`src/rtl/sevenseg_capture.sv`:
```
// rtl/sevenseg_capture.sv - multiplexed 4-digit active-low seven-segment bus monitor
// Filters each digit slot for stability, decodes it back to BCD and assembles 4-digit frames.
module sevenseg_capture #(
  parameter int STABLE_CYCLES = 4
) (
  input  logic        clk,
  input  logic        rst_n,
  input  logic [6:0]  seg_n,
  input  logic [3:0]  an_n,
  output logic [15:0] digits,
  output logic [3:0]  blank,
  output logic [3:0]  bad,
  output logic        frame_valid,
  output logic        frame_err
);

  localparam logic [7:0] STABLE_C = STABLE_CYCLES[7:0];

  typedef enum logic [1:0] {ST_WAIT, ST_SETTLE, ST_HELD} state_t;

  state_t      state_q;
  logic [7:0]  cnt_q;
  logic [10:0] sync1_q, sync2_q, prev_q;
  logic [15:0] sh_dig_q, sh_dig_d;
  logic [3:0]  sh_blank_q, sh_blank_d;
  logic [3:0]  sh_bad_q, sh_bad_d;
  logic [3:0]  mask_q, mask_d;
  logic [15:0] digits_q;
  logic [3:0]  blank_q, bad_q;
  logic        frame_valid_q, frame_err_q;

  logic [3:0]  s_an;
  logic [6:0]  s_seg;
  logic        changed_w, valid_sel_w, restart_w, capture_w, frame_done_w;
  logic [1:0]  slot_w;
  logic [3:0]  nib_w;
  logic        is_blank_w, is_bad_w;

  assign s_an      = sync2_q[10:7];
  assign s_seg     = sync2_q[6:0];
  assign changed_w = (sync2_q != prev_q);
  assign restart_w = changed_w && valid_sel_w;

  always_comb begin
    valid_sel_w = 1'b1;
    slot_w      = 2'd0;
    unique case (s_an)
      4'b1110: slot_w = 2'd0;
      4'b1101: slot_w = 2'd1;
      4'b1011: slot_w = 2'd2;
      4'b0111: slot_w = 2'd3;
      default: valid_sel_w = 1'b0;
    endcase
  end

  // Reverse of the encoder table; anything unrecognised is flagged rather than guessed.
  always_comb begin
    nib_w      = 4'hE;
    is_blank_w = 1'b0;
    is_bad_w   = 1'b0;
    unique case (s_seg)
      7'b1000000: nib_w = 4'd0;
      7'b1111001: nib_w = 4'd1;
      7'b0100100: nib_w = 4'd2;
      7'b0110000: nib_w = 4'd3;
      7'b0011001: nib_w = 4'd4;
      7'b0010010: nib_w = 4'd5;
      7'b0000010: nib_w = 4'd6;
      7'b1111000: nib_w = 4'd7;
      7'b0000000: nib_w = 4'd8;
      7'b0010000: nib_w = 4'd9;
      7'b1111111: begin
        nib_w      = 4'hF;
        is_blank_w = 1'b1;
      end
      default: is_bad_w = 1'b1;
    endcase
  end

  always_comb begin
    capture_w = 1'b0;
    case (state_q)
      ST_SETTLE: capture_w = changed_w ? (restart_w && (STABLE_C == 8'd1))
                                       : ((cnt_q + 8'd1) == STABLE_C);
      default:   capture_w = restart_w && (STABLE_C == 8'd1);
    endcase
  end

  always_comb begin
    sh_dig_d   = sh_dig_q;
    sh_blank_d = sh_blank_q;
    sh_bad_d   = sh_bad_q;
    mask_d     = mask_q;
    if (capture_w) begin
      sh_dig_d[{slot_w, 2'b00} +: 4] = nib_w;
      sh_blank_d[slot_w]             = is_blank_w;
      sh_bad_d[slot_w]               = is_bad_w;
      mask_d[slot_w]                 = 1'b1;
    end
    frame_done_w = capture_w && (mask_d == 4'hF);
  end

  always_ff @(posedge clk or negedge rst_n) begin
    if (!rst_n) begin
      state_q       <= ST_WAIT;
      cnt_q         <= 8'd0;
      sync1_q       <= 11'h7FF;
      sync2_q       <= 11'h7FF;
      prev_q        <= 11'h7FF;
      sh_dig_q      <= 16'h0000;
      sh_blank_q    <= 4'h0;
      sh_bad_q      <= 4'h0;
      mask_q        <= 4'h0;
      digits_q      <= 16'h0000;
      blank_q       <= 4'hF;
      bad_q         <= 4'h0;
      frame_valid_q <= 1'b0;
      frame_err_q   <= 1'b0;
    end else begin
      sync1_q <= {an_n, seg_n};
      sync2_q <= sync1_q;
      prev_q  <= sync2_q;

      case (state_q)
        ST_SETTLE: begin
          if (changed_w) begin
            if (valid_sel_w) begin
              cnt_q   <= 8'd1;
              state_q <= capture_w ? ST_HELD : ST_SETTLE;
            end else begin
              state_q <= ST_WAIT;
            end
          end else begin
            cnt_q <= cnt_q + 8'd1;
            if (capture_w) state_q <= ST_HELD;
          end
        end
        ST_WAIT, ST_HELD: begin
          if (restart_w) begin
            cnt_q   <= 8'd1;
            state_q <= capture_w ? ST_HELD : ST_SETTLE;
          end
        end
        default: state_q <= ST_WAIT;
      endcase

      sh_dig_q      <= sh_dig_d;
      sh_blank_q    <= sh_blank_d;
      sh_bad_q      <= sh_bad_d;
      mask_q        <= frame_done_w ? 4'h0 : mask_d;
      frame_valid_q <= frame_done_w;
      if (frame_done_w) begin
        digits_q    <= sh_dig_d;
        blank_q     <= sh_blank_d;
        bad_q       <= sh_bad_d;
        frame_err_q <= |sh_bad_d;
      end
    end
  end

  assign digits      = digits_q;
  assign blank       = blank_q;
  assign bad         = bad_q;
  assign frame_valid = frame_valid_q;
  assign frame_err   = frame_err_q;

endmodule
```
`config.mk`:
```
export PLATFORM = sky130hd
export DESIGN_NAME = sevenseg_capture
export DESIGN_NICKNAME = d
export VERILOG_FILES = /design/src/rtl/sevenseg_capture.sv
export SDC_FILE = /design/constraint.sdc
export NUM_CORES = 1
export LEC_CHECK = 0
export BUFFER_PORTS_ARGS = -buffer_cell sky130_fd_sc_hd__buf_2
export CAP_MARGIN = 20
export CORE_ASPECT_RATIO = 1.5
export CORE_UTILIZATION = 59
export DETAILED_ROUTE_END_ITERATION = 8
export GPL_TIMING_DRIVEN = 0
export PLACE_DENSITY = 0.79
export REMOVE_ABC_BUFFERS = 1
export SLEW_MARGIN = 20
export SYNTH_ARGS = -nofsm -noshare
export SYNTH_HDL_FRONTEND = slang
export SYNTH_SLANG_ARGS = --single-unit
```
`constraint.sdc`:
```
create_clock -name clk -period 3.3 [get_ports clk]
set_clock_uncertainty 0.05 [all_clocks]
set_input_delay 0.165 -clock clk [delete_from_list [all_inputs] [get_ports clk]]
set_output_delay 0.165 -clock clk [all_outputs]
set_load 0.05 [all_outputs]
```
==> summary.md, run 1 <==
| Metric | Value |
|---|---|
| Outcome | completed |
| Gate count of the mapped netlist | 376 |
| Final Cell Area | 0.00501 sq mm |
| ANT nets after route | 0 |
| Total global-route track usage | 24.5% |
| Global-route wire length before repair | 14300 microns |
| Core Area | 0.00699 sq mm |
| Initial Util | 62.1% |
| Die width | 72.0 microns |
| Cell taking the most area after synthesis | dfrtp_1 |
| Worst path slowest cell | dfstp_2 |
| HPWL after DPL | 5760 microns |
| Placed Area | 0.00462 sq mm |
| Max-cap violation count | 0 |
| Die H | 107 microns |
| Register bit total from synthesis | 97 |
| Final Util | 71.6% |
| GP Congestion | 0.843 |
| Final worst-path cycle share | 92.1% |
| Cell Pwr Density | 438 mW/mm^2 |
| Root Driver | clkbuf_8 |
| Startpoint Class | flip-flop |
| Sw Pwr | 0.000486 W |
| Synth Cell Area | 0.00434 sq mm |
| Worst hold margin | 0.308 ns |
| Yosys top cell area share | 34.6% |
| Slew headroom | 49.9% |
| Largest net degree at the start of global routing | 54 |
| RSZ-0062 raised after global routing | false |
| Post-layout nets | 448 |
| Bufs and invs on worst path | 2 |
| Reg power frac | 57.1% |
| Fin. Hold Viols | 0 |
| Register area | 0.00247 sq mm |
| Clock latency on the worst-skew pair | 0.36 ns |
| DRC Markers | 0 |
| Crit path DAT | 3.24 ns |
| Sequential area share after synthesis | 57.0% |
| Vias per std cell | 5.78 |
| First-pass iteration count of the detailed router | 4 |
| Combinational Power Share | 5.3% |
| Clock power frac | 37.6% |
| Leak pwr | 2.40 nW |
| Multi-input logic area | 0.00179 sq mm |
| Grt ovf | 0 |
| HP Class | reg -> reg |
| H-tree Lvls | 3 |
| Filler cells | 496 |
| Slew Limit Fails | 0 |
| Vias | 3054 |
| Commonest cells after routing, fill and taps aside | dfrtp_1 (60), nor2_1 (37), dfstp_2 (37), buf_2 (37), nand2_1 (33) |
| IO Count | 39 |
| Sw frac | 22.2% |
| Fmax | 329 MHz |
| Num CTS Buffers | 9 |
| Clock sinks | 97 |
| Mapped Avg Cell Area | 11.5 sq um |
| P_int | 0.00171 W |
| DRT Wirelength | 8460 microns |
| Setup Viol. Count Final | 0 |
| Clock Pin Slew Worst Setup and Hold Paths | 0.09 ns |
| Post-synth EDFFs | 0 |
| Port Buf Inserts | 38 |
| Layout cells sized above 1 | 32.5% |
| Final Worst Setup Slack | 0.261 ns |
| Yosys Warn Count | 0 |
| Commonest non-fill, non-tap cell in the layout | dfrtp_1 |
| Synth top area cells | dfrtp_1 (35%), dfstp_2 (22%), mux2_2 (5.4%) |
| Asr flop ratio synth | 100% |
| VDD IR-drop max | 0.355 mV |
| DP Worst Slack | -0.246 ns |
| N_diodes | 0 |
| CTS max path bufs | 2 |
| CP Class | reg -> reg |
| WL/cell | 16.0 microns |
| Largest delay share family, worst path | simple AND/OR/NAND/NOR gates |
| Area growth syn-to-layout | 15.3% |
| WP data required | 3.50 ns |
| Vias in the first global route | 3130 |
| Initial antenna violation count | 0 |
| DRT iter0 DRCs | 140 |
| Distinct cells, synth | 55 |
| Slew @ Worst Pin | 0.742 ns |
| Power, Total | 0.00219 W |
| CP max FO | 21 |
| Rows | 37 |
| Max incr delay on CP | 0.61 ns |
| Chain of cells forming the critical path | xor2_1 -> nand3_1 -> inv_1 -> ha_1 -> o22ai_1 -> nor2_1 -> o21ai_1 -> nor3_4 -> buf_8 -> mux2_2 |
| Die area | 0.00771 sq mm |
| Crit. End Element | flip-flop |
| Primary FF master, synth | dfrtp_1 |
| TritonCTS clock tree | built |
| Post-layout min period | 3.04 ns |
[logic make-up (layout without fill, tap and decap cells)]
family | count (synthesis) | count (layout) | share of synthesized area [%]
and+or+nand+nor | 141 | 141 | 16.7
AOI/OAI and AO/OA | 59 | 59 | 8.96
buffers and inverters | 22 | 77 | 2.33
muxes | 33 | 33 | 9.37
adders and majority gates | 9 | 9 | 2.59
DFF | 97 | 97 | 57.0
xor gates and xnor gates | 15 | 15 | 3.03
[path summary, 6_finish.rpt]
check | from | to | slack, ns | depth (start not counted)
setup reg to reg | sync2_q[9] | bad[0] | 0.26 | 10
setup / recovery | sync2_q[9] | bad[0] | 0.26 | 10
hold reg to reg | sync1_q[5] | sync2_q[5] | 0.31 | 0
max in group asynchronous | rst_n | sync1_q[1] | 2.16 | 3
min in group asynchronous | rst_n | cnt_q[5] | 0.33 | 2
hold / removal | sync1_q[5] | sync2_q[5] | 0.31 | 0
[synth_stat cells (2+ instances only)]
library cell  instances
dfrtp_1              60
dfstp_2              37
nor2_1               37
nand2_1              33
mux2_2               21
o21ai_0              17
xor2_1               15
a31oi_1              12
nand3_1              12
mux2_4               10
nand4_1              10
ha_1                  9
nor4_1                9
a21oi_1               8
clkbuf_1              8
nor3_1                8
buf_2                 6
inv_1                 6
and3b_1               4
nor2b_1               4
and2_1                3
and3_1                3
nand2_2               3
nand2b_1              3
o31ai_1               3
a21boi_0              2
a22o_1                2
a31o_2                2
mux2i_1               2
o211ai_1              2
[flip-flops by register name, summed over array words and instances, names as in the netlist]
name         flops
sync1_q         11
prev_q          11
frame_valid      1
blank            4
cnt_q            8
bad              4
sync2_q         11
sh_dig_q        16
digits          16
mask_q           4
sh_blank_q       4
state_q          2
sh_bad_q         4
frame_err        1
[cell type report]
cell class	instances	share of cell area, %
clock buffers	15	4.40
flip-flops and latches	97	49.4
repair buffers	55	7.40
well taps	97	2.42
multi-input cells	257	35.8
inverters	6	0.450
clock inverters	1	0.175
[layer usage]
| layer | wire (microns) | vias to the layer above | share of wire, % | track usage, % |
|---|---|---|---|---|
| met2 | 4400 | 72 | 52 | 41.4 |
| met4 | 276 | 0 | 3.3 | 13.0 |
| met1 | 3530 | 1511 | 42 | 28.9 |
| met3 | 246 | 26 | 2.9 | 5.36 |
| met5 | 0 | - | 0 | 0 |
| li1 | - | 1445 | - | - |
[power groups by stage]
stage	Combinational (W)	Sequential (W)	Clock (W)
2_1_floorplan	0.0000560	0.00127	0
3_3_place_gp	0.0000959	0.00127	0
3_5_place_dp	0.000103	0.00127	0
4_1_cts	0.000115	0.00125	0.000844
5_1_grt	0.000131	0.00126	0.000898
6_report	0.000117	0.00125	0.000826
[per-stage QoR]
stage	std cells	TNS, ns
after floorplan	360	-2.64
after CTS	528	0
final	528	0
after global routing	528	0
after global placement	495	-24.08
after detailed placement	497	-2.35
[timing repair]
item                                   4_1_cts  5_1_grt
gates resized for setup                      0        4
setup endpoints to repair                   22       26
hold buffers                                12        0
pin swaps                                    1        0
gates cloned                                 0        0
endpoints found under the hold margin       50        0
buffers inserted                             3        0
[worst reg2reg max path: stages (launching register included)]
cell and delay (ns):
dfstp_2 0.61, xor2_1 0.22, nand3_1 0.24, inv_1 0.21, ha_1 0.28, o22ai_1 0.10, nor2_1 0.17, o21ai_1 0.18
nor3_4 0.29, buf_8 0.22, mux2_2 0.36
Note: power is estimated with default switching activity, not from simulation.
==> run 2: changes to the inputs <==
Settings changed: PLACE_DENSITY 0.79 to default, PLACE_DENSITY_LB_ADDON from default to 0.08.
==> run 2 against run 1 <==
Net effect:
- non-clock buffer count decreased by 1
- die area unchanged
- first-iteration DRC count increased by 7.9%
- final area decreased by 0.37%
- count of clock-buffer cells in the layout decreased by 1
- critical path depth decreased by 4
- global-route usage decreased by 0.67 points
- clock power decreased by 11%
- sequential cell count unchanged
- combinational power about the same
- worst setup slack got worse by 0.045 ns
- fmax decreased by 1.5%
- critical endpoint is now bad[2]
- highest routed layer unchanged
==> summary.md, run 2 (same netlist as run 1, synthesis figures left out) <==
| Metric | Value |
|---|---|
| DP Worst Slack | -0.250 ns (-0.00486 ns) |
| Reg power frac | 59.4% (+2.3 points) |
| Fmax | 324 MHz (-1.5%) |
| R2R cell count | 6 (-4) |
| Cell Pwr Density | 422 mW/mm^2 (-3.6%) |
| Vias in the first global route | 2985 (-4.6%) |
| WL/cell | 15.8 microns (-1.4%) |
| Die width | 72.0 microns (unchanged) |
| Commonest cells after routing, fill and taps aside | dfrtp_1 (60), nor2_1 (37), dfstp_2 (37), buf_2 (37), nand2_1 (33) |
| R2R setup slack | 0.22 ns (-0.04 ns) |
| Placed Area | 0.00464 sq mm (+0.54%) |
| VDD IR-drop max | 0.480 mV (+35%) |
| Vias | 2995 (-1.9%) |
| Reg2Reg Launch Point | sync2_q[7] |
| Sw Pwr | 0.000475 W (-2.4%) |
| Grt ovf | 0 (unchanged) |
| HP Class | in -> async |
| Global-route wire length before repair | 13900 microns (-2.7%) |
| Layout cells sized above 1 | 32.6% (+0.076 points) |
| Vias per std cell | 5.68 (-1.7%) |
| Slew headroom | 37.2% (-13 points) |
| Core Area | 0.00699 sq mm (unchanged) |
| Met3 Usage GRT | 4.98% (-0.38 points) |
| DRT iter0 DRCs | 151 (+7.9%) |
| Chain of cells forming the critical path | xor2_1 -> nor4_1 -> nand4_1 -> nor3_1 -> a31o_2 -> mux2_2 |
| Die H | 107 microns (unchanged) |
| Area growth syn-to-layout | 14.9% |
| Initial antenna violation count | 0 (unchanged) |
| Setup Viol. Count Final | 0 (unchanged) |
| Worst path slowest cell | nor4_1 |
| Non-filler cells, final | 527 (-0.19%) |
| HPWL after DPL | 5630 microns (-2.3%) |
| CTS max path bufs | 2 (unchanged) |
| Total global-route track usage | 23.8% (-0.67 points) |
| ANT nets after route | 0 (unchanged) |
| Global routing usage on met1 | 29.1% (+0.20 points) |
| Placed cell count | 498 (+0.20%) |
| Post-layout nets | 447 (-0.22%) |
| First-pass iteration count of the detailed router | 4 (unchanged) |
| Num CTS Buffers | 9 (unchanged) |
| DRT Wirelength | 8320 microns (-1.6%) |
| Die area | 0.00771 sq mm (unchanged) |
| WP data required | 3.56 ns (+0.06 ns) |
| Commonest non-fill, non-tap cell in the layout | dfrtp_1 |
| Final worst-path cycle share | 93.5% (+1.4 points) |
| Combinational Power Share | 5.7% (+0.4 points) |
| RSZ-0062 raised after global routing | false |
| Port Buf Inserts | 38 (unchanged) |
| IO Count | 39 (unchanged) |
| Crit. End Element | flip-flop |
| Rows | 37 (unchanged) |
| Fin. Hold Viols | 0 (unchanged) |
| Slew @ Worst Pin | 0.930 ns (+0.188 ns) |
| Power, Total | 0.00211 W (-4.0%) |
| CP Class | reg -> reg |
| Sw frac | 22.5% (+0.36 points) |
| Final Worst Setup Slack | 0.216 ns (-0.0448 ns) |
| Bufs and invs on worst path | 0 (-2) |
| Outcome | completed |
| TritonCTS clock tree | built |
| N_diodes | 0 (unchanged) |
| GP Congestion | 0.870 (+3.2%) |
| FF-to-FF End | bad[2] |
| H-tree Lvls | 3 (unchanged) |
| Clock latency on the worst-skew pair | 0.36 ns (about the same) |
| Clock Pin Slew Worst Setup and Hold Paths | 0.09 ns (about the same) |
| CP max FO | 9 (-57%) |
| Max-cap violation count | 0 (unchanged) |
| Post-layout min period | 3.08 ns (+0.0448 ns) |
| Setup_tns | 0 ns (unchanged) |
| Largest net degree at the start of global routing | 61 (+13%) |
| Clock sinks | 97 (unchanged) |
| Startpoint Class | flip-flop |
| Slew Limit Fails | 0 (unchanged) |
| Root Driver | clkbuf_8 |
| Met2 Track Usage GR | 40.4% (-1.0 points) |
| DRC Markers | 0 (unchanged) |
| Largest delay share family, worst path | simple AND/OR/NAND/NOR gates |
| Crit path DAT | 3.35 ns (+0.11 ns) |
| Final Cell Area | 0.00499 sq mm (-0.37%) |
| Leak pwr | 2.38 nW (-0.59%) |
| Max incr delay on CP | 0.69 ns (+0.08 ns) |
| Clock power frac | 34.9% (-2.7 points) |
| P_int | 0.00163 W (-4.4%) |
| Initial Util | 62.1% (unchanged) |
| GRT Max-Usage Layer | met2 |
==> run 2: power groups by stage <==
stage	clock, W	combinational [W]	sequential [W]
detailed placement	0	0.000105	0.00127
floorplan	0	0.0000560	0.00127
global placement	0	0.0000972	0.00127
CTS	0.000757	0.000117	0.00125
global route	0.000799	0.000133	0.00126
finish	0.000735	0.000119	0.00125
==> run 2: final cells by class <==
| class | count | area [sq um] |
|---|---|---|
| sequential | 97 | 2470 |
| tap | 97 | 121 |
| timing repair buffer | 54 | 374 |
| fill | 494 | 2000 |
| multi-input combinational | 257 | 1800 |
| inverter | 6 | 22.5 |
| clock buffer | 14 | 184 |
| clock inverter | 2 | 10.0 |
==> run 2: metal layers <==
metal	share of wire, %	wire length [microns]
met3	2.8	230
met5	0	0
met2	52	4350
met1	43	3600
met4	1.7	144
==> run 2: how the worst max path moves through the flow <==
stage	startpoint	end	slack, ns	cells past startpoint
after global routing	sync2_q[9]	digits[6]	0.002	11
after CTS	sync2_q[2]	bad[2]	0.07	6
after floorplan	sync2_q[10]	bad[0]	-0.18	9
after detailed placement	sync2_q[8]	digits[10]	-0.25	11
final	sync2_q[7]	bad[2]	0.22	6
after global placement	sync2_q[8]	digits[6]	-1.09	9
==> run 2: what timing repair did <==
item / in CTS / in global routing
endpoints found under the hold margin: 15 / 0
endpoints found under the setup margin: 12 / 22
gates cloned: 0 / 0
resized for setup: 1 / 4
pin swaps: 1 / 0
hold buffers: 12 / 0
setup buffers: 1 / 0
==> run 2: per-stage QoR <==
step / utilization, % / hold WS, ns
6_report: 71.4 / 0.260
5_1_grt: 71.4 / 0.290
4_1_cts: 71.0 / 0.250
3_5_place_dp: 66.4 / 0.104
3_3_place_gp: 65.4 / 0.220
2_1_floorplan: - / -0.181
==> run 3: changes to the inputs <==
Settings changed: PLACE_DENSITY from default to 0.86, PLACE_DENSITY_LB_ADDON 0.08 to default.
==> run 3 against run 2 <==
Net effect:
- cell count is the same
- highest routed layer unchanged
- global-route usage grew 0.053 points
- register-to-register slack better by 0.03 ns
- critical path type unchanged
- utilization fell by 0.38 points
- sequential power about the same
- via count is 1.8% higher
==> summary.md, run 3 (same netlist as run 1, synthesis figures left out) <==
| Metric | Value |
|---|---|
| Leak pwr | 2.38 nW (about the same) |
| Port Buf Inserts | 38 (unchanged) |
| Area growth syn-to-layout | 14.3% |
| Num CTS Buffers | 9 (unchanged) |
| Final Cell Area | 0.00496 sq mm (-0.53%) |
| Crit path DAT | 3.26 ns (-0.09 ns) |
| N_diodes | 0 (unchanged) |
| Vias | 3050 (+1.8%) |
| Commonest cells after routing, fill and taps aside | dfrtp_1 (60), nor2_1 (37), dfstp_2 (37), buf_2 (37), nand2_1 (33) |
| CP Class | reg -> reg |
| Max incr delay on CP | 0.65 ns (-0.04 ns) |
| WL/cell | 15.4 microns (-2.2%) |
| DRT iter0 DRCs | 197 (+30%) |
| TritonCTS clock tree | built |
| DRC Markers | 0 (unchanged) |
| Crit path top cell by count | mux2_2 |
| Startpoint Class | flip-flop |
| Fmax | 328 MHz (+1.0%) |
| Vias per std cell | 5.79 (+1.8%) |
| Outcome | completed |
| Total global-route track usage | 23.9% (+0.053 points) |
| Initial antenna violation count | 0 (unchanged) |
| Rows | 37 (unchanged) |
| Setup Viol. Count Final | 0 (unchanged) |
| Post-layout nets | 447 (unchanged) |
| Cell Pwr Density | 421 mW/mm^2 (-0.31%) |
| ANT nets after route | 0 (unchanged) |
| Die H | 107 microns (unchanged) |
| Filler cells | 462 (-6.5%) |
| Slew @ Worst Pin | 0.747 ns (-0.183 ns) |
| Layout cells sized above 1 | 32.6% (unchanged) |
| Max-cap violation count | 0 (unchanged) |
| Final Util | 71.0% (-0.38 points) |
| Multi-input logic area | 0.00178 sq mm (-1.0%) |
| Grt ovf | 0 (unchanged) |
| Worst path slowest cell | dfstp_2 |
| Crit. End Element | flip-flop |
| Core Area | 0.00699 sq mm (unchanged) |
| Final worst-path cycle share | 92.5% (-0.94 points) |
| Post-layout min period | 3.05 ns (-0.0309 ns) |
| Non-filler cells, final | 527 (unchanged) |
| HPWL after DPL | 5620 microns (-0.10%) |
| IO Count | 39 (unchanged) |
| Clock latency on the worst-skew pair | 0.37 ns (about the same) |
| Slew headroom | 49.6% (+12 points) |
| CP max FO | 10 (+1) |
| Largest net degree at the start of global routing | 52 (-15%) |
| Clock Pin Slew Worst Setup and Hold Paths | 0.09 ns (about the same) |
| RSZ-0062 raised after global routing | false |
| Fin. Hold Viols | 0 (unchanged) |
| HP Class | in -> async |
| Placed Area | 0.00463 sq mm (-0.38%) |
| WP data required | 3.51 ns (-0.05 ns) |
| Global-route wire length before repair | 14000 microns (+0.45%) |
| Die width | 72.0 microns (unchanged) |
| Die area | 0.00771 sq mm (unchanged) |
| Slew Limit Fails | 0 (unchanged) |
| DRT Wirelength | 8130 microns (-2.2%) |
| Commonest non-fill, non-tap cell in the layout | dfrtp_1 |
| Power, Total | 0.00209 W (-0.83%) |
| Register area | 0.00247 sq mm (unchanged) |
| VDD IR-drop max | 0.374 mV (-22%) |
| Vias in the first global route | 3068 (+2.8%) |
| Clock sinks | 97 (unchanged) |
| GP Congestion | 0.823 (-5.4%) |
| H-tree Lvls | 3 (unchanged) |
| Root Driver | clkbuf_8 |
| Initial Util | 62.1% (unchanged) |
| Placed cell count | 497 (-0.20%) |
| First-pass iteration count of the detailed router | 4 (unchanged) |
| Setup_tns | 0 ns (unchanged) |
| Chain of cells forming the critical path | xor2_1 -> nor4_1 -> nand3_1 -> nor3_1 -> mux2_2 -> mux2_2 |
| CTS max path bufs | 2 (unchanged) |
==> run 3: cell count changes in the layout (fill, tap and decap cells not counted) <==
cell	before	now
clkbuf_1	2	0
buf_4	2	3
buf_6	1	0
clkbuf_16	1	0
clkbuf_8	11	12
clkinv_4	0	1
inv_4	0	1
nand3_1	10	11
nand3_4	1	0
nor4_1	7	8
nor4_2	3	2
==> run 3: path summary, 6_finish.rpt <==
check	start	to	slack, ns	cells after the start
min reg2reg	sync1_q[9]	sync2_q[9]	0.30	0
min in group clk	sync1_q[9]	sync2_q[9]	0.30	0
max reg2reg	sync2_q[3]	bad[1]	0.25	6
max	sync2_q[3]	bad[1]	0.25	6
max in group asynchronous	rst_n	sync2_q[1]	2.22	3
min	rst_n	cnt_q[6]	0.29	2
==> run 3: area by class of cell <==
class                           instances  area share (%)
Sequential cell                        97            49.8
Multi-Input combinational cell        257            36.0
Timing Repair Buffer                   54            7.46
Clock buffer                           12            3.33
Tap cell                               97            2.45
Clock inverter                          4           0.504
Inverter                                6           0.454
==> run 3: power breakdown <==
part / internal (W) / switching, W / leakage (nW)
clock network: 0.000335 / 0.000388 / 0.103
registers: 0.00123 / 0.0000246 / 1.22
logic: 0.0000450 / 0.0000698 / 1.06
total: 0.00161 / 0.000483 / 2.38
==> run 3: per-layer routing <==
layer / GRT usage [%] / up-vias / part of all wire (%)
met1: 28.6 / 1504 / 40
li1: - / 1442 / -
met2: 40.2 / 82 / 52
met5: 0 / - / 0
met4: 10.6 / 0 / 3.1
met3: 6.11 / 22 / 4.2
==> run 3: metrics by stage <==
step / setup WS [ns] / hold slack [ns]
finish: 0.247 / 0.290
global route: 0.0495 / 0.311
CTS: 0.0711 / 0.304
detailed placement: -0.256 / 0.157
global placement: -0.952 / 0.220
floorplan: -0.175 / -0.181
==> run 3: worst max-delay path, delay by kind of cell (launching register included) <==
family	cells	cell delay, ns
flops	1	0.65
xor+xnor	1	0.09
mux	2	0.66
simple gates	3	1.50
==> run 3: repair_timing <==
item / 4_1_cts / 5_1_grt
gates cloned: 0 / 0
hold endpoints to repair: 53 / 0
pin swaps: 1 / 0
hold buffers: 12 / 0
endpoints found under the setup margin: 23 / 16
buffers inserted: 2 / 0
resized for setup: 0 / 2
